===== src/rtl/foc_loop_sequencer.sv =====
// rtl/foc_loop_sequencer.sv - FOC loop tick scheduler, launch-frame snapshot and PID coefficient write queue
module foc_loop_sequencer #(
   parameter int D_WIDTH      = 19,
   parameter int Q_BITS       = 15,
   parameter int VALID_CYCLES = 4,
   parameter int TIMEOUT      = 256,
   parameter int FIFO_DEPTH   = 4
) (
   input  logic               clk,
   input  logic               rstb,
   input  logic               enable,
   input  logic [D_WIDTH-1:0] loop_period,
   input  logic [D_WIDTH-1:0] angle_in,
   input  logic [D_WIDTH-1:0] currA_in,
   input  logic [D_WIDTH-1:0] currB_in,
   input  logic [D_WIDTH-1:0] currC_in,
   input  logic [D_WIDTH-1:0] currT_in,
   input  logic               cfg_wen,
   input  logic               cfg_sel,
   input  logic [1:0]         cfg_addr,
   input  logic [D_WIDTH-1:0] cfg_data,
   output logic               cfg_ready,
   output logic               dp_valid,
   input  logic               dp_ready,
   output logic [D_WIDTH-1:0] dp_angle,
   output logic [D_WIDTH-1:0] dp_currA,
   output logic [D_WIDTH-1:0] dp_currB,
   output logic [D_WIDTH-1:0] dp_currC,
   output logic [D_WIDTH-1:0] dp_currT,
   output logic               pid_d_wen,
   output logic               pid_q_wen,
   output logic [D_WIDTH-1:0] pid_d_addr,
   output logic [D_WIDTH-1:0] pid_q_addr,
   output logic [D_WIDTH-1:0] pid_d_data,
   output logic [D_WIDTH-1:0] pid_q_data,
   output logic               overrun,
   output logic               timeout,
   input  logic               clear_status,
   output logic [15:0]        loop_count
);
   localparam int AW = $clog2(FIFO_DEPTH);
   localparam int EW = D_WIDTH + 3;
   localparam int VW = $clog2(VALID_CYCLES + 1);
   localparam int TW = $clog2(TIMEOUT + 1);
   localparam logic [VW-1:0] V_LAST = VW'(VALID_CYCLES - 1);
   localparam logic [TW-1:0] T_LAST = TW'(TIMEOUT - 1);

   // Q_BITS only describes the word format seen by the datapath.
   if (Q_BITS >= D_WIDTH) begin : g_bad_qbits
      $error("Q_BITS must be smaller than D_WIDTH");
   end

   typedef enum logic [1:0] {S_IDLE, S_CFG, S_LAUNCH, S_WAIT} state_t;
   state_t state, state_n;

   logic [D_WIDTH-1:0] period_cnt;
   logic               tick_pending, ready_q;
   logic [VW-1:0]      valid_cnt;
   logic [TW-1:0]      wait_cnt;
   logic [EW-1:0]      fifo_mem [FIFO_DEPTH];
   logic [AW:0]        wr_ptr, rd_ptr;
   logic               run, tick, fifo_empty, fifo_full, push, pop, launch;
   logic               ready_rise, overrun_set, timeout_set;
   logic [EW-1:0]      head;
   logic               head_sel;
   logic [D_WIDTH-1:0] head_addr, head_data;

   assign run         = enable && (loop_period != '0);
   assign tick        = run && (period_cnt == loop_period - D_WIDTH'(1));
   assign fifo_empty  = (wr_ptr == rd_ptr);
   assign fifo_full   = (wr_ptr[AW] != rd_ptr[AW]) && (wr_ptr[AW-1:0] == rd_ptr[AW-1:0]);
   assign cfg_ready   = !fifo_full;
   assign push        = cfg_wen && !fifo_full;
   assign pop         = (state == S_CFG);
   assign head        = fifo_mem[rd_ptr[AW-1:0]];
   assign head_sel    = head[EW-1];
   assign head_addr   = {{(D_WIDTH-2){1'b0}}, head[D_WIDTH+1:D_WIDTH]};
   assign head_data   = head[D_WIDTH-1:0];
   // Pending coefficient writes always win over a pending launch.
   assign launch      = (state == S_IDLE) && fifo_empty && tick_pending;
   assign ready_rise  = dp_ready && !ready_q;
   assign overrun_set = tick && (tick_pending || state == S_LAUNCH || state == S_WAIT);
   assign timeout_set = (state == S_WAIT) && !ready_rise && (wait_cnt == T_LAST);

   always_ff @(posedge clk) begin
      if (!rstb) state <= S_IDLE;
      else       state <= state_n;
   end

   always_comb begin
      state_n = state;
      case (state)
         S_IDLE: begin
            if (!fifo_empty)       state_n = S_CFG;
            else if (tick_pending) state_n = S_LAUNCH;
         end
         S_CFG:    state_n = S_IDLE;
         S_LAUNCH: if (valid_cnt == V_LAST) state_n = S_WAIT;
         S_WAIT:   if (ready_rise || wait_cnt == T_LAST) state_n = S_IDLE;
         default:  state_n = S_IDLE;
      endcase
   end

   always_ff @(posedge clk) begin
      if (push) fifo_mem[wr_ptr[AW-1:0]] <= {cfg_sel, cfg_addr, cfg_data};
   end

   always_ff @(posedge clk) begin
      if (!rstb) begin
         period_cnt   <= '0;
         tick_pending <= 1'b0;
         wr_ptr       <= '0;
         rd_ptr       <= '0;
         ready_q      <= 1'b0;
         valid_cnt    <= '0;
         wait_cnt     <= '0;
         dp_valid     <= 1'b0;
         dp_angle     <= '0;
         dp_currA     <= '0;
         dp_currB     <= '0;
         dp_currC     <= '0;
         dp_currT     <= '0;
         pid_d_wen    <= 1'b0;
         pid_q_wen    <= 1'b0;
         pid_d_addr   <= '0;
         pid_q_addr   <= '0;
         pid_d_data   <= '0;
         pid_q_data   <= '0;
         overrun      <= 1'b0;
         timeout      <= 1'b0;
         loop_count   <= '0;
      end else begin
         period_cnt <= (!run || tick) ? '0 : period_cnt + D_WIDTH'(1);
         if (!run || launch)             tick_pending <= 1'b0;
         else if (tick && !overrun_set)  tick_pending <= 1'b1;

         wr_ptr    <= wr_ptr + (AW+1)'(push);
         rd_ptr    <= rd_ptr + (AW+1)'(pop);
         ready_q   <= dp_ready;
         valid_cnt <= (state == S_LAUNCH) ? valid_cnt + VW'(1) : '0;
         wait_cnt  <= (state == S_WAIT) ? wait_cnt + TW'(1) : '0;

         // Registered so dp_valid is high exactly while the FSM sits in LAUNCH.
         dp_valid <= (state_n == S_LAUNCH);
         if (launch) begin
            dp_angle <= angle_in;
            dp_currA <= currA_in;
            dp_currB <= currB_in;
            dp_currC <= currC_in;
            dp_currT <= currT_in;
         end

         pid_d_wen <= (state_n == S_CFG) && !head_sel;
         pid_q_wen <= (state_n == S_CFG) && head_sel;
         if (state_n == S_CFG && !head_sel) begin
            pid_d_addr <= head_addr;
            pid_d_data <= head_data;
         end
         if (state_n == S_CFG && head_sel) begin
            pid_q_addr <= head_addr;
            pid_q_data <= head_data;
         end

         if (state == S_WAIT && ready_rise) loop_count <= loop_count + 16'd1;
         overrun <= overrun_set || (overrun && !clear_status);
         timeout <= timeout_set || (timeout && !clear_status);
      end
   end
endmodule


===== config.mk =====
export PLATFORM = sky130hd
export DESIGN_NAME = foc_loop_sequencer
export DESIGN_NICKNAME = d
export VERILOG_FILES = /design/src/rtl/foc_loop_sequencer.sv
export SDC_FILE = /design/constraint.sdc
export NUM_CORES = 1
export LEC_CHECK = 0
export ABC_AREA = 1
export BUFFER_PORTS_ARGS = -buffer_cell sky130_fd_sc_hd__buf_2
export CAP_MARGIN = 25
export CORE_MARGIN = 4
export CORE_UTILIZATION = 50
export CTS_CLUSTER_DIAMETER = 40
export DETAILED_ROUTE_END_ITERATION = 8
export GPL_ROUTABILITY_DRIVEN = 0
export HOLD_SLACK_MARGIN = 0.06
export PLACE_DENSITY = 0.77
export SYNTH_ARGS = -nofsm -noshare
export SYNTH_HDL_FRONTEND = slang
export SYNTH_SLANG_ARGS = --single-unit

===== constraint.sdc =====
create_clock -name clk -period 5.7 [get_ports clk]
set_input_delay 1.14 -clock clk [delete_from_list [all_inputs] [get_ports clk]]
set_output_delay 1.14 -clock clk [all_outputs]
set_load 0.05 [all_outputs]

==> results of run 1 <==
## metal layers
| layer | vias to the layer above | GRT usage | routed length [microns] |
|---|---|---|---|
| li1 | 4896 | - | - |
| met1 | 4468 | 0.264 | 12000 |
| met2 | 330 | 0.366 | 14400 |
| met3 | 71 | 0.0561 | 2180 |
| met4 | 4 | 0.0717 | 838 |
| met5 | - | 0 | 14 |
## final cells by class
type	instances	area [sq um]
tap	313	392
clock inverter	21	210
timing repair buffer	311	1590
fill	1945	8280
multi-input combinational	791	4130
clock buffer	46	1010
sequential	287	6630
inverter	181	679
antenna	1	2.50
## report_power, final
| part | switching, W | internal (W) |
|---|---|---|
| sequential | 0.0000566 | 0.00224 |
| clock | 0.000881 | 0.00137 |
| combinational | 0.000766 | 0.000235 |
## worst register-to-register path, delay by kind of cell (launching register included)
| family | cells | cell delay [ps] |
|---|---|---|
| simple gates | 2 | 230 |
| buf+inv | 3 | 1740 |
| compound gates | 3 | 570 |
| flops | 1 | 550 |
## registers in the layout (all words and copies together) (netlist names), 3 cells and up
name	cells
pid_q_data	19
wait_cnt	9
dp_angle	19
fifo_mem	88
wr_ptr	3
dp_currT	19
dp_currB	19
rd_ptr	3
dp_currC	19
pid_d_data	19
valid_cnt	3
period_cnt	19
dp_currA	19
loop_count	16
## worst paths after layout
path / from / endpoint / slack [ps] / depth (start not counted)
max: rd_ptr[1]$_SDFF_PN0_ / cfg_ready / 2530 / 5
max reg2reg: rd_ptr[1]$_SDFF_PN0_ / dp_currC[3]$_SDFFE_PN0P_ / 2550 / 8
min: valid_cnt[0]$_SDFF_PN0_ / valid_cnt[0]$_SDFF_PN0_ / 430 / 1
min reg2reg: valid_cnt[0]$_SDFF_PN0_ / valid_cnt[0]$_SDFF_PN0_ / 430 / 1
## cell usage after synthesis (all sizes together)
cell type,instances,area share
buf,40,0.025
nand4,11,0.0058
o21ai,166,0.070
dfxtp,199,0.34
clkbuf,54,0.017
nor4,3,0.0016
ha,11,0.012
xor2,14,0.010
a21oi,168,0.071
o21a,2,0.0013
a32oi,1,0.00074
nor3,18,0.0089
nand2,163,0.054
and2,1,0.00053
edfxtp,88,0.22
a211oi,2,0.0013
xnor2,12,0.0089
or2,1,0.00053
nor2,118,0.050
a31oi,1,0.00053
a32o,15,0.013
conb,1,0.00032
nand3,36,0.018
inv,180,0.057
a41oi,1,0.00074
o22ai,6,0.0032
nand3b,5,0.0032
clkinv,1,0.00032
nor3b,2,0.0013
## per-stage QoR
| step | hold WS [ps] | util | instances | total power (W) |
|---|---|---|---|---|
| 6_report | 429 | 0.639 | 1951 | 0.00554 |
| 3_5_place_dp | 414 | 0.585 | 1883 | 0.00333 |
| 5_1_grt | 452 | 0.639 | 1950 | 0.00578 |
| 3_3_place_gp | 409 | 0.585 | 1883 | 0.00332 |
| 2_1_floorplan | 399 | - | 1353 | 0.00308 |
| 4_1_cts | 433 | 0.639 | 1950 | 0.00560 |
## cells by family after synthesis
logic type,share of synthesized area
other,0.000318
AOI/OAI and AO/OA,0.162
adders and majority gates,0.0117
buffers and inverters,0.100
xor gates and xnor gates,0.0193
and+or+nand+nor,0.144
DFF,0.562
==> flow_summary.toml, run 1 <==
[worst_setup_path]
cp.arrival_ps = 2030
setup.worst_path.end_class = "primary output"
crit_top_cell = "nand2_1"
path_cells = "inv_1 > nand2_1 > a21oi_1 > nand2_1 > buf_2"
cp_max_fo = 14
slowest_delay_ps = 430
crit_buf_inv = 2
path_class = "flop to primary output"
cp.required_ps = 4560
cp_top_family = "buffers and inverters"
start_kind = "flop"
cpMaxStageDelayCell = "dfxtp_1"

[yosys]
ys_seq_elements = 287
synth.avg_cell_area_sq_um = 8.94
ys_seq_area_frac = 0.562
syn_area_sq_um = 11800
yosysWarnings = 0
synthCells = 1320
synth_cell_type_count = 42

[power]
vdd_drop_max_uv = 367
p_leak_nw = 6.24
cellPowerDensity_nw_per_um2 = 379

[clock_network]
cts.sinks = 287
cts-buffers-inserted = 37
hold_buffers = 0
clk_latency_ps = 510
post_cts_resized = 0
cts_root_buf = "clkbuf_16"
tritoncts = "done"
cts_setup_buffers = 0
h-tree-depth = 2
clkSlewWorstSetupHoldPaths_ps = 50
clock_path_buffers = 3

[grt]
antenna_found_initial = 3
grt-ovfl-total = 0
grt_pass1_wl_mm = 46.2
grt_usage = 0.214
first_global_vias = 9178
grt_max_degree = 127

[floorplanning]
core_sq_um = 22900
dieArea_sq_um = 26100
die_y_microns = 162
die_w_microns = 162
start_util = 0.515
io_pins = 335
num_rows = 55

[drt]
routedWlPerCell_microns = 15.1
firstDrtPassIters = 5
ant_nets = 0
drt_iter0_drc = 661
drc = 0
postRouteWirelength_mm = 29.4
vias_per_cell = 5.01
via_count = 9769

[layout]
mostFrequentLayoutCells = "299 x buf_2, 199 x dfxtp_1, 179 x inv_1"
layout.nets = 1762
drive_gt1_frac = 0.257
syn2layout_area_growth_pct = 24.1
postLayoutCellArea_sq_um = 14600
layout_commonest_cell = "buf_2"

[place]
portBuffers = 300
post-place-ws_ps = 2490
dp_hpwl_mm = 20.5
place_area_sq_um = 13400

[sta]
worst_pin_slew_ps = 1070
fmax_mhz = 315
fin_crit_sh = 0.556
finalMaxSlewViolations = 0
setup_ws_ps = 2530
clock_skew_ps = 25.2
min_period_ps = 3170
relSlewSlack = 0.287
hold_viol = 0
tns_ps = 0
rsz0062_at_grt = "false"
setup_viol = 0

[worst_hold_path]
hp-class = "flop to flop"

[run]
cap_violations = 0

[outcome]
status = "completed"
No activity file was read; power rests on OpenSTA's default activity.
==> run 2: changes to the inputs <==
- clock period: 5.7 -> 3.2 ns (I/O delays scaled with it)
==> flow_summary.toml, run 2 (synthesized netlist as in run 1, its figures left out) <==
[sta]
tns_ps = 0
finalMaxSlewViolations = 0
rsz0062_at_grt = "false"
setup_ws_ps = 536
worst_pin_slew_ps = 590
fin_crit_sh = 0.833
min_period_ps = 2660
hold_viol = 0
fmax_mhz = 375
setup_viol = 0
clock_skew_ps = 24.4
relSlewSlack = 0.606

[worst_setup_path]
crit_buf_inv = 2
r2r-start = "rd_ptr[1]$_SDFF_PN0_"
path_cells = "inv_1 > nand2_1 > a21oi_1 > nand2_1 > buf_2"
cp_max_fo = 16
cp_top_family = "buffers and inverters"
crit_path_start = "rd_ptr[1]$_SDFF_PN0_"
cp.arrival_ps = 2020
cp.required_ps = 2560
cpMaxStageDelayCell = "inv_1"
start_kind = "flop"
path_class = "flop to primary output"
setup.worst_path.end_class = "primary output"
slowest_delay_ps = 420
crit_top_cell = "nand2_1"

[power]
vdd_drop_max_uv = 531
p_leak_nw = 6.31
cellPowerDensity_nw_per_um2 = 679
power.total_w = 0.0100

[floorplanning]
io_pins = 335
start_util = 0.515
die_y_microns = 162
die_w_microns = 162
core_sq_um = 22900
num_rows = 55
dieArea_sq_um = 26100

[place]
dp_hpwl_mm = 20.6
post-place-ws_ps = 540
portBuffers = 300
place_area_sq_um = 13500

[drt]
drc = 0
ant_nets = 0
postRouteWirelength_mm = 28.8
firstDrtPassIters = 7
drt_iter0_drc = 746
via_count = 9767
vias_per_cell = 4.99
routedWlPerCell_microns = 14.7

[clock_network]
h-tree-depth = 2
cts_root_buf = "clkbuf_16"
tritoncts = "done"
post_cts_resized = 0
cts.sinks = 287
clkSlewWorstSetupHoldPaths_ps = 60
clk_latency_ps = 500
cts-buffers-inserted = 36
clock_path_buffers = 3
cts_setup_buffers = 0
hold_buffers = 0

[grt]
first_global_vias = 9146
antenna_found_initial = 6
grt_usage = 0.211
grt_pass1_wl_mm = 45.5
grt-ovfl-total = 0
grt_max_degree = 113

[worst_hold_path]
hp-class = "input pin to flop"
holdCritStartpoint = "cfg_data[18]"

[layout]
syn2layout_area_growth_pct = 25.2
largest_reg_flops = 88
drive_gt1_frac = 0.259
postLayoutCellArea_sq_um = 14800
layout.nets = 1767
fillers = 1915
layout_commonest_cell = "buf_2"
mostFrequentLayoutCells = "299 x buf_2, 199 x dfxtp_1, 179 x inv_1"

[outcome]
status = "completed"

[run]
cap_violations = 0
-- run 2: cell types whose count changed in the layout (fill, tap and decap cells not counted), moves of 2 or more --
cell,delta
buf_12,+3
buf_4,+3
clkinvlp_4,-3
bufinv_16,+2
clkbuf_8,-2
clkinv_2,-2
diode_2,+2
inv_6,+2
-- run 2: cell type report --
type	instances	area [sq um]	area share
Timing Repair Buffer	317	1670	0.113
Clock buffer	46	1010	0.0685
Multi-Input combinational cell	791	4130	0.280
Inverter	181	679	0.0460
Tap cell	313	392	0.0265
Clock inverter	20	250	0.0169
Antenna cell	3	7.51	0.000508
Sequential cell	287	6630	0.449
-- run 2: routing by layer --
metal  part of all wire  global-route usage  vias to the layer above  wire, microns
met5             0.0016                   0                        -             46
met4              0.022              0.0671                        8            627
met3              0.087              0.0615                       65           2500
met2               0.49               0.360                      330          14100
met1               0.40               0.257                     4459          11500
li1                   -                   -                     4905              -
-- run 2: report_power, final --
part	leakage, nW	total, W	switching (W)	internal, W
combinational	3.28	0.00179	0.00136	0.000430
sequential	2.42	0.00408	0.0000985	0.00399
clock	0.614	0.00415	0.00155	0.00260
total	6.31	0.0100	0.00301	0.00702
-- run 2: final timing paths --
path | end | slack [ps] | cells after the start
setup reg to reg | dp_currB[3]$_SDFFE_PN0P_ | 860 | 8
setup / recovery | cfg_ready | 540 | 5
hold / removal | fifo_mem[3][18]$_DFFE_PP_ | 340 | 1
hold reg to reg | valid_cnt[0]$_SDFF_PN0_ | 430 | 1
-- run 2: metrics by stage --
step | hold slack, ps | cells | util
2_1_floorplan | 399 | 1353 | -
3_3_place_gp | 412 | 1889 | 0.589
3_5_place_dp | 421 | 1889 | 0.589
4_1_cts | 325 | 1955 | 0.644
5_1_grt | 331 | 1956 | 0.644
6_report | 344 | 1958 | 0.644
-- run 2: worst reg2reg max path, cell delays in order, from the launching register on --
cell	delay, ps
dfxtp_1	390
inv_1	420
nand2_1	110
a21oi_1	240
nand4_1	180
buf_12	210
buf_12	220
o21ai_0	370
a21oi_1	70
==> run 3: changes to the inputs <==
- clock period: 3.2 -> 2.6 ns (I/O delays scaled with it)
==> flow_summary.toml, run 3 (synthesized netlist as in run 1, its figures left out) <==
[worst_setup_path]
cp.required_ps = 2080
setup.worst_path.end_class = "primary output"
path_class = "flop to primary output"
cpMaxStageDelayCell = "dfxtp_1"
slowest_delay_ps = 550
cp_top_family = "flip-flops"
cp.arrival_ps = 1810
cp_max_fo = 9
crit_buf_inv = 2
start_kind = "flop"
path_cells = "clkinvlp_4 > nand2_1 > a21oi_1 > nand2_1 > buf_2"
crit_top_cell = "nand2_1"

[drt]
postRouteWirelength_mm = 29.4
routedWlPerCell_microns = 15.0
vias_per_cell = 4.99
ant_nets = 0
via_count = 9797
drc = 0
firstDrtPassIters = 7
drt_iter0_drc = 679

[grt]
first_global_vias = 9256
grt-ovfl-total = 0
grt_busiest_layer = "met2"
grt_usage = 0.214
grt_use_met2 = 0.366
grt_pass1_wl_mm = 46.1
grt_max_degree = 104
grtUsageMet3 = 0.0559
met1_usage = 0.264
antenna_found_initial = 5

[sta]
hold_viol = 0
rsz0062_at_grt = "false"
setup_viol = 0
clock_skew_ps = 30.7
finalMaxSlewViolations = 0
min_period_ps = 2330
fin_crit_sh = 0.896
tns_ps = 0
setup_ws_ps = 270
fmax_mhz = 429

[layout]
largest_reg_flops = 88
fillers = 1859
mostFrequentLayoutCells = "299 x buf_2, 199 x dfxtp_1, 178 x inv_1"
layout.nets = 1773
layout_commonest_cell = "buf_2"
drive_gt1_frac = 0.260
syn2layout_area_growth_pct = 25.6

[clock_network]
cts-buffers-inserted = 36
cts.sinks = 287
clkSlewWorstSetupHoldPaths_ps = 50
hold_buffers = 0
tritoncts = "done"
clk_latency_ps = 520
h-tree-depth = 2
clock_path_buffers = 3
cts_root_buf = "clkbuf_16"

[floorplanning]
num_rows = 55
die_y_microns = 162
io_pins = 335
core_sq_um = 22900
dieArea_sq_um = 26100
start_util = 0.515
die_w_microns = 162

[run]
cap_violations = 0

[power]
cellPowerDensity_nw_per_um2 = 824
p_leak_nw = 6.32
power.total_w = 0.0122
vdd_drop_max_uv = 711

[place]
portBuffers = 300
post-place-ws_ps = 91.7
dp_hpwl_mm = 21.0

[outcome]
status = "completed"

[worst_hold_path]
hp-class = "input pin to flop"
## run 3: stage by stage
| stage | hold slack (ps) | cells | instance area (sq um) | utilization |
|---|---|---|---|---|
| final | 211 | 1963 | 14800 | 0.647 |
| after global routing | 201 | 1962 | 14800 | 0.647 |
| after CTS | 195 | 1961 | 14800 | 0.647 |
| after detailed placement | 414 | 1894 | 13600 | 0.593 |
| after global placement | 409 | 1894 | 13600 | 0.593 |
| after floorplan | 399 | 1353 | 11900 | - |
## run 3: final timing paths
check / from / end / slack, ps / depth (start not counted)
worst max-delay path: rd_ptr[1]$_SDFF_PN0_ / cfg_ready / 270 / 5
worst min-delay path: dp_ready / ready_q$_SDFF_PN0_ / 210 / 3
worst min register to register: valid_cnt[0]$_SDFF_PN0_ / valid_cnt[0]$_SDFF_PN0_ / 420 / 1
worst max register to register: rd_ptr[1]$_SDFF_PN0_ / pid_q_data[13]$_SDFFE_PN0P_ / 290 / 8
## run 3: where the power goes
group	internal (W)	total [W]	switching, W
combinational	0.000562	0.00224	0.00168
sequential	0.00491	0.00503	0.000127
clock	0.00304	0.00494	0.00190
total	0.00851	0.0122	0.00371
## run 3: worst min-delay path, delay by kind of cell
kind / cells / cell delay (ps)
buf+inv: 2 / 140
simple gates: 1 / 50
## run 3: layout make-up
| type | instances | area [sq um] | share of cell area |
|---|---|---|---|
| clock inverters | 16 | 223 | 0.0150 |
| multi-input cells | 791 | 4130 | 0.279 |
| repair buffers | 323 | 1760 | 0.119 |
| clock buffers | 50 | 997 | 0.0673 |
| diodes | 2 | 5.00 | 0.000338 |
| flip-flops and latches | 287 | 6630 | 0.447 |
| inverters | 181 | 683 | 0.0461 |
| well taps | 313 | 392 | 0.0264 |
## run 3: what timing repair did
action / 4_1_cts / 5_1_grt
setup endpoints to repair: 1 / 0
setup buffers: 1 / 0
gates resized for setup: 1 / 0
## run 3: metal layers
layer,wire length [microns],share of wire
met3,2260,0.077
met1,12000,0.41
met5,34,0.0012
met4,838,0.029
met2,14200,0.48
